--- config.mk ---
export PLATFORM = sky130hd
export DESIGN_NAME = fb_pixel_prefetch
export DESIGN_NICKNAME = d
export VERILOG_FILES = /design/src/rtl/fb_pixel_prefetch_pkg.sv /design/src/rtl/fb_pixel_prefetch_sync_fifo.sv /design/src/rtl/fb_pixel_prefetch.sv
export SDC_FILE = /design/constraint.sdc
export NUM_CORES = 1
export LEC_CHECK = 0
export CAP_MARGIN = 40
export CORE_AREA = 8 8 139 141
export DETAILED_ROUTE_END_ITERATION = 10
export DIE_AREA = 0 0 147 149
export PLACE_DENSITY_LB_ADDON = 0.3
export REMOVE_ABC_BUFFERS = 1
export SLEW_MARGIN = 20
export SYNTH_ARGS = -nofsm -noshare
export SYNTH_HDL_FRONTEND = slang
export SYNTH_SLANG_ARGS = --single-unit
--- constraint.sdc ---
create_clock -name clk -period 3 [get_ports clk]
set_clock_uncertainty 0.2 [all_clocks]
set_input_delay 0.6 -clock clk [delete_from_list [all_inputs] [get_ports clk]]
set_output_delay 0.6 -clock clk [all_outputs]
set_load 0.01 [all_outputs]
--- src/rtl/fb_pixel_prefetch_pkg.sv ---
// Shared definitions for the framebuffer pixel prefetcher and the vga block.
// Contents: prefetch FSM state encoding, default frame size, pixel width.
package fb_pixel_prefetch_pkg;

  // Prefetch sequencing states
  typedef enum logic [1:0] {
    IDLE = 2'd0,
    FILL = 2'd1,
    RUN  = 2'd2,
    DONE = 2'd3
  } pf_state_e;

  // 640x480, one framebuffer word per pixel
  localparam int unsigned FRAME_PIX_DEF = 307200;

  // Pixel width delivered to the vga data input
  localparam int unsigned PIX_W = 4;

endpackage

--- src/rtl/fb_pixel_prefetch_sync_fifo.sv ---
// Synchronous FIFO holding prefetched pixels.
// Ports:
//   clk, rst      clock, synchronous active-high reset
//   push/wr_data  write one entry (ignored when full or flushing)
//   pop           advance the read pointer (ignored when empty or flushing)
//   flush         empty the FIFO in one cycle
//   head_c        entry at the read pointer (combinational read)
//   count         number of stored entries
//   empty, full   occupancy flags decoded from count
module fb_pixel_prefetch_sync_fifo #(
  parameter int unsigned DEPTH = 16,
  parameter int unsigned WIDTH = 4,
  localparam int unsigned CNT_W = $clog2(DEPTH) + 1
) (
  input  logic             clk,
  input  logic             rst,
  input  logic             push,
  input  logic [WIDTH-1:0] wr_data,
  input  logic             pop,
  input  logic             flush,
  output logic [WIDTH-1:0] head_c,
  output logic [CNT_W-1:0] count,
  output logic             empty,
  output logic             full
);

  localparam int unsigned PTR_W = $clog2(DEPTH);

  logic [WIDTH-1:0] mem [DEPTH];
  logic [PTR_W-1:0] wr_ptr;
  logic [PTR_W-1:0] rd_ptr;
  logic             do_push;
  logic             do_pop;

  assign empty   = (count == '0);
  assign full    = (count == CNT_W'(DEPTH));
  assign do_push = push && !full && !flush;
  assign do_pop  = pop && !empty && !flush;
  assign head_c  = mem[rd_ptr];

  // Pointer and occupancy tracking; DEPTH is a power of two so pointers wrap naturally
  always_ff @(posedge clk) begin
    if (rst || flush) begin
      wr_ptr <= '0;
      rd_ptr <= '0;
      count  <= '0;
    end else begin
      if (do_push) wr_ptr <= wr_ptr + PTR_W'(1);
      if (do_pop)  rd_ptr <= rd_ptr + PTR_W'(1);
      count <= count + CNT_W'(do_push) - CNT_W'(do_pop);
    end
  end

  // Storage array, no reset needed
  always_ff @(posedge clk) begin
    if (do_push) mem[wr_ptr] <= wr_data;
  end

endmodule

--- src/rtl/fb_pixel_prefetch.sv ---
// Framebuffer pixel prefetcher: reads framebuffer words ahead of the vga
// scan-out and delivers one 4-bit pixel per pixel strobe from a small FIFO,
// hiding the fixed memory read latency.
// Ports:
//   clk, rst      clock, synchronous active-high reset
//   frame_start   pulse at start of vertical blank; restarts prefetch at address 0
//   pix_en        pixel strobe
//   active        vga visible region
//   mem_addr      framebuffer read address
//   mem_rd        read request, one word per asserted cycle
//   mem_q         read data, valid RD_LAT cycles after mem_rd
//   pix_data      registered pixel for the vga data input
//   underflow     one-cycle pulse when a pixel is requested from an empty FIFO
//   underflow_cnt saturating underflow counter (only with UNDERFLOW_CNT_EN)
// Build option: define UNDERFLOW_CNT_EN to add underflow_cnt.
module fb_pixel_prefetch
  import fb_pixel_prefetch_pkg::*;
#(
  parameter int unsigned ADDR_W     = 24,
  parameter int unsigned DATA_W     = 8,
  parameter int unsigned FIFO_DEPTH = 16,
  parameter int unsigned RD_LAT     = 2,
  parameter int unsigned FRAME_PIX  = FRAME_PIX_DEF
) (
  input  logic              clk,
  input  logic              rst,
  input  logic              frame_start,
  input  logic              pix_en,
  input  logic              active,
  output logic [ADDR_W-1:0] mem_addr,
  output logic              mem_rd,
  input  logic [DATA_W-1:0] mem_q,
  output logic [PIX_W-1:0]  pix_data,
  output logic              underflow
`ifdef UNDERFLOW_CNT_EN
  ,
  output logic [15:0]       underflow_cnt
`endif
);

  localparam int unsigned CNT_W = $clog2(FIFO_DEPTH) + 1;
  localparam int unsigned OCC_W = $clog2(FIFO_DEPTH + RD_LAT + 2) + 1;

  pf_state_e         state;
  pf_state_e         state_nxt;
  logic              mem_rd_nxt;
  logic [ADDR_W-1:0] mem_addr_nxt;

  logic [RD_LAT-1:0] tag_sr;
  logic [CNT_W-1:0]  fifo_count;
  logic              fifo_empty;
  logic              fifo_full;
  logic [PIX_W-1:0]  fifo_head_c;

  logic [OCC_W-1:0]  occ_c;
  logic              issue_ok_c;
  logic              last_issue_c;
  logic              want_pix_c;
  logic              push_c;
  logic              pop_c;
  logic              underflow_nxt;
  logic              unused_q_hi;

  // Only the low nibble of each word is a pixel
  assign unused_q_hi = ^mem_q[DATA_W-1:PIX_W];

  // frame_start flushes everything, so it overrides push and pop
  assign want_pix_c    = pix_en && active && !frame_start;
  assign pop_c         = want_pix_c && !fifo_empty;
  assign underflow_nxt = want_pix_c && fifo_empty;
  assign push_c        = tag_sr[RD_LAT-1] && !frame_start && !fifo_full;

  // Projected occupancy: stored words + words in the latency pipe + the request on the bus now.
  // Pops are not credited, so the FIFO can never overflow.
  always_comb begin
    occ_c = OCC_W'(fifo_count) + OCC_W'(mem_rd);
    for (int i = 0; i < RD_LAT; i++) begin
      occ_c = occ_c + OCC_W'(tag_sr[i]);
    end
  end

  assign issue_ok_c   = (occ_c < OCC_W'(FIFO_DEPTH));
  assign last_issue_c = mem_rd && (mem_addr == ADDR_W'(FRAME_PIX - 1));

  // FSM next state and read request generation
  always_comb begin
    state_nxt    = state;
    mem_rd_nxt   = 1'b0;
    mem_addr_nxt = mem_rd ? mem_addr + ADDR_W'(1) : mem_addr;
    if (frame_start) begin
      // FIFO and pipe are flushed this edge, so the first request is always allowed
      state_nxt    = FILL;
      mem_rd_nxt   = 1'b1;
      mem_addr_nxt = '0;
    end else begin
      case (state)
        FILL, RUN: begin
          if (last_issue_c) begin
            state_nxt = DONE;
          end else begin
            mem_rd_nxt = issue_ok_c;
            if (state == FILL && fifo_count == CNT_W'(FIFO_DEPTH)) state_nxt = RUN;
          end
        end
        IDLE, DONE: ;
        default: state_nxt = IDLE;
      endcase
    end
  end

  // FSM state and memory request registers
  always_ff @(posedge clk) begin
    if (rst) begin
      state    <= IDLE;
      mem_rd   <= 1'b0;
      mem_addr <= '0;
    end else begin
      state    <= state_nxt;
      mem_rd   <= mem_rd_nxt;
      mem_addr <= mem_addr_nxt;
    end
  end

  // Latency tags: a tag leaves the top bit on the cycle its word is on mem_q
  always_ff @(posedge clk) begin
    if (rst || frame_start) begin
      tag_sr <= '0;
    end else begin
      tag_sr <= (tag_sr << 1) | RD_LAT'(mem_rd);
    end
  end

  // Pixel output register: holds outside the visible region
  always_ff @(posedge clk) begin
    if (rst) begin
      pix_data  <= '0;
      underflow <= 1'b0;
    end else begin
      underflow <= underflow_nxt;
      if (pop_c) begin
        pix_data <= fifo_head_c;
      end else if (underflow_nxt) begin
        pix_data <= '0;
      end
    end
  end

`ifdef UNDERFLOW_CNT_EN
  // Saturating underflow counter, survives frame_start
  always_ff @(posedge clk) begin
    if (rst) begin
      underflow_cnt <= '0;
    end else if (underflow_nxt && underflow_cnt != 16'hFFFF) begin
      underflow_cnt <= underflow_cnt + 16'd1;
    end
  end
`endif

  fb_pixel_prefetch_sync_fifo #(
    .DEPTH (FIFO_DEPTH),
    .WIDTH (PIX_W)
  ) u_fifo (
    .clk     (clk),
    .rst     (rst),
    .push    (push_c),
    .wr_data (mem_q[PIX_W-1:0]),
    .pop     (pop_c),
    .flush   (frame_start),
    .head_c  (fifo_head_c),
    .count   (fifo_count),
    .empty   (fifo_empty),
    .full    (fifo_full)
  );

endmodule

Word level (Yosys, flattened, before mapping). Memory sizes are Yosys's and may differ from the RTL's. A register that Yosys moved wholly into a read port is not among the register bits. Cells that the tools add are included.

Add/sub/neg operators: 8. Magnitude comparators: 1. Equality and inequality tests: 4. Mux-type cells: 13. Bitwise operators: 1. Reductions and logical operators: 25.

Operator list (count): adder 24 x 1 -> 24 bit, second input constant (1); == test 24 x 19 -> 1 bit, second input constant (1); 2-to-1 mux 4 bit (4); adder 6 x 1 -> 6 bit (2); logical AND 1 bit (12); adder 4 x 1 -> 4 bit, second input constant (2); 2-to-1 mux 1 bit (7); adder 5 x 1 -> 6 bit (1); less-than comparator 6 x 5 -> 1 bit, second input constant (1); nonzero test 2 bit (3); adder 5 x 1 -> 5 bit (1); == test 5 bit, second input constant (1); logical NOT 5 bit (1); subtractor 5 x 1 -> 5 bit (1); 2-to-1 mux 2 bit (2); AND reduction 2 bit (2); OR reduction 2 bit (2); logical NOT 1 bit (3); nonzero test 3 bit (1); == test 2 x 1 -> 1 bit, second input constant (1); == test 2 bit, second input constant (1); bitwise OR 2 x 1 -> 2 bit (1); logical OR 1 bit (1).

Register bits: 47. Bits in writable memories: 64. Bits of input ports: 13. Output and inout port bits: 30. Word-level logic and storage cells: 63. Memories kept: 1.

Memories: u_fifo.mem (depth 16, bits a word 4, rd ports 1, clocked after memory_dff 1, write ports 1, RTL line fb_pixel_prefetch_sync_fifo.sv:29) `logic [WIDTH-1:0] mem [DEPTH];`.

Depth between registers and ports, before layout.
Depth in word-level cells: 7. Mapped depth: 13.

By module. Synthesis repeated with hierarchy kept, for this count alone.

Cells, all modules: 405. Area, all modules: 5056.1 um2.

Modules (own cells, without submodules): fb_pixel_prefetch_sync_fifo (times used 1, cells each 216, area an instance 3420.8 um2); fb_pixel_prefetch (times used 1, cells each 189, area an instance 1635.3 um2).

Worst setup path before layout. Ideal clock, no wire load.

Kind: flip-flop to flip-flop. Start point: register u_fifo.count[2]. End point: register u_fifo.count[4]. Library setup time: 0.070 ns. Data arrival time: 2.372 ns. Path slack: 0.357 ns. Stages on the path, launching flop included: 14. Clock period less this slack: 2.643 ns. Cells stage by stage: dfxtp_1 > inv_1 > ha_1 > or4b_1 > clkbuf_1 > nand3_1 > o21ai_0 > ha_1 > inv_1 > fa_1 > nand2b_1 > a21oi_1 > or3_1 > a21oi_1.

Longest elaborated chain between the ends: 7. Elaborated cells on any way between the ends: 12. Those cells by class: add/sub: 2; eq/ne: 1; reduce/logical: 9.

RTL lines: start, declared (RTL line fb_pixel_prefetch_sync_fifo.sv:22) `output logic [CNT_W-1:0] count,`; start signal, assigned (RTL line fb_pixel_prefetch_sync_fifo.sv:50) `count <= count + CNT_W'(do_push) - CNT_W'(do_pop);`; == test 5 bit (RTL line fb_pixel_prefetch_sync_fifo.sv:36) `assign full = (count == CNT_W'(DEPTH));`; logical NOT 1 bit (RTL line fb_pixel_prefetch_sync_fifo.sv:37, fb_pixel_prefetch.sv:71); logical AND 1 bit (RTL line fb_pixel_prefetch.sv:71) `assign push_c = tag_sr[RD_LAT-1] && !frame_start && !fifo_full;`; logical AND 1 bit (2 in a row) (RTL line fb_pixel_prefetch_sync_fifo.sv:37) `assign do_push = push && !full && !flush;`; adder 5 x 1 -> 5 bit (RTL line fb_pixel_prefetch_sync_fifo.sv:50); subtractor 5 x 1 -> 5 bit (*) (RTL line fb_pixel_prefetch_sync_fifo.sv:50).

Mark *: on every way between the ends. The rest lies on a longest branch, timed or not. A chain may end at the register's enable or synchronous reset.

Final worst setup path. Ends and elaborated chain as after synthesis.

==> impl_metrics.json <==
{
  "hpwl_um": 7329,
  "area_delta_synth_final_pct": 26.21,
  "dr.pass1.iters": 4,
  "slowest_delay_ps": 470,
  "worstHoldPathCells": 2,
  "clock_path_buffers": 2,
  "cp.arrival_ps": 2860,
  "yosys-top-cells-area": "edfxtp_1, dfxtp_1, mux4_2",
  "dieArea_um2": 21900,
  "rsz0062_at_grt": "no",
  "ir_worst_vdd_v": 0.0004006,
  "finalCritPeriodShare_pct": 90.81,
  "clk_pin_slew_ps": 50,
  "tightest_slew_ps": 598.7,
  "h-tree-depth": 4,
  "wl_per_cell_um": 15.33,
  "grt_pass1_vias": 3359,
  "drive_gt1_share_pct": 15.15,
  "synthCells": 393,
  "cp-startpoint": "u_fifo.count[2]",
  "synthArstFlopShare_pct": 0,
  "grt.total_usage_pct": 10.33,
  "ioPinCount": 43,
  "drt_iter0_drc": 150,
  "yosysTopAreaCell": "edfxtp_1",
  "rrSetupSlack_ps": 280,
  "crit_chain": "inv_1 > ha_1 > or4b_1 > nand3_1 > o21ai_0 > ha_1 > inv_1 > fa_1 > nand2b_1 > a21oi_1 > or3_1 > a21oi_1",
  "min_from": "tag_sr[0]",
  "yosysSeqAreaShare_pct": 58.76,
  "yosysWarningCount": 0,
  "crit_fanout": 5,
  "r2r-end": "u_fifo.count[4]",
  "antenna_found_initial": 0,
  "synth_cell_types": 46,
  "cts_root_buffer": "clkbuf_16",
  "multi_input_comb_area_um2": 1868,
  "synth_ff_type": "edfxtp_1",
  "grt_max_degree": 24,
  "ant_nets": 0,
  "finalNetCount": 479,
  "post_cts_buffers": 0,
  "setup_viol": 0,
  "vias_per_cell": 4.735,
  "holdBufCountCts": 0,
  "fillers": 1662,
  "yosysMostFrequentCell": "edfxtp_1",
  "synth-edff-count": 64,
  "rows": 48,
  "r2r_start": "u_fifo.count[2]",
  "crit_slowest_cell": "or4b_1",
  "period_needed_ps": 2724,
  "io_buffers": 38,
  "start_util_pct": 29.36,
  "gp_congestion": 0.7527,
  "setup_tns_ps": 0,
  "tritoncts": "yes",
  "criticalPathCategory": "register to register",
  "vias": 3253,
  "endpoint_kind": "register",
  "die_w_um": 147,
  "synth_common_cells": "edfxtp_1, dfxtp_1, nor2_1, a21oi_1",
  "regArea_um2": 2943,
  "core-area_um2": 17060,
  "final_hold_viol_count": 0,
  "worstHoldPathType": "register to register",
  "synthesis.area_per_instance_um2": 12.74,
  "routed_wl_um": 10540,
  "fmax_mhz": 367.1,
  "drc": 0,
  "netlist_area_um2": 5009,
  "diodes": 0,
  "reg2regPathDepth": 12,
  "power_density_nw_per_um2": 612.4,
  "synth_top_area_share_pct": 38.37,
  "synth-seq-cells": 115,
  "grt_pass1_wl_um": 17660,
  "fin_ws_ps": 275.6,
  "slew_headroom_pct": 59.96,
  "pre_cts_ws_ps": -84.31,
  "outcome": "completed",
  "grt_overflow_total": 0,
  "cts_resized": 0,
  "cp-start-kind": "register",
  "whs_endpoint": "tag_sr[1]",
  "numCtsBuffers": 17,
  "drv_cap": 0,
  "finalMaxSlewViolations": 0,
  "clk_latency_ps": 410,
  "die_h_um": 149,
  "p_leak_nw": 2.138,
  "critical_path_required_ps": 3130,
  "cts.sinks": 115
}
## layer usage
layer  part of all wire, %  GRT usage, %  vias to the layer above  wire length, um
met3                   6.0         4.460                       14              634
met1                    45         12.23                     1576             4742
met2                    48         16.52                       77             5006
met5                     0             0                        -                0
met4                   1.4         3.621                        0              152
li1                      -             -                     1586                -
## kinds of logic (layout without fill, tap and decap cells)
family | count (synthesis) | count (layout) | share of synthesized area [%]
AOI/OAI and AO/OA | 46 | 46 | 5.696
xor gates and xnor gates | 17 | 17 | 2.973
adders and majority gates | 17 | 17 | 4.547
buffers and inverters | 37 | 106 | 3.947
DFF | 115 | 115 | 58.76
muxes | 26 | 26 | 9.593
and+or+nand+nor | 135 | 135 | 14.49
## power breakdown
part / switching [mW] / leakage, nW / internal (mW) / total, mW
Clock: 0.729 / 0.303 / 1.40 / 2.13
Combinational: 0.0407 / 0.848 / 0.0286 / 0.0693
Sequential: 0.00562 / 0.987 / 1.67 / 1.67
Total: 0.776 / 2.14 / 3.10 / 3.87
## registers in the layout, summed over array words and instances, names as in the netlist, named ones only
name           cells
underflow          1
tag_sr             2
mem_rd             1
u_fifo.mem        64
mem_addr          24
u_fifo.wr_ptr      4
u_fifo.rd_ptr      4
state              2
pix_data           4
u_fifo.count       5
## placed cells by master, fill, tap and decap left out, types with 6 or more instances in the layout
cell,count
or3_1,6
o21ai_0,8
nor2_1,44
mux2i_1,6
inv_1,16
ha_1,15
o31ai_1,8
nand2_1,18
edfxtp_1,64
clkdlybuf4s50_1,38
nand4_1,6
dfxtp_1,51
a21oi_1,21
xor2_1,13
nor3_1,6
nand3_1,18
buf_4,19
mux4_2,12
or4_1,9
clkbuf_16,17
## worst max-delay path by stage
stage	slack (ps)	to	cells past startpoint
finish	280	u_fifo.count[4]	12
global route	110	u_fifo.count[4]	12
CTS	260	u_fifo.count[4]	12
detailed placement	-80	u_fifo.count[4]	11
global placement	20	u_fifo.count[4]	11
floorplan	360	u_fifo.count[4]	12
## metrics by stage
step                      hold WS, ps  util [%]  std cells  cell area (um^2)  power, mW
after global placement          256.7     33.27        654              5675      1.775
final                           274.9     37.06        687              6321      3.871
after floorplan                 247.6         -        372              4871      1.728
after global routing            288.8     37.06        687              6321      4.003
after CTS                       280.6     36.97        686              6306      3.925
after detailed placement        273.1     33.27        654              5675      1.777
## critical path, delay by kind of cell, from the launching register on
family | cells | cell delay [ps]
AO/OA/AOI/OAI | 3 | 320
adder cells (fa/ha/maj) | 3 | 570
buffers and inverters | 2 | 170
flip-flops | 1 | 360
AND/OR/NAND/NOR | 4 | 1030
## layout make-up
class	instances	share of cell area, %
well taps	225	4.454
clock buffers	18	6.789
inverters	16	0.9501
flip-flops and latches	115	46.56
multi-input cells	241	29.55
clock inverters	14	3.187
repair buffers	58	8.511
(Power assumes the default switching activity.)
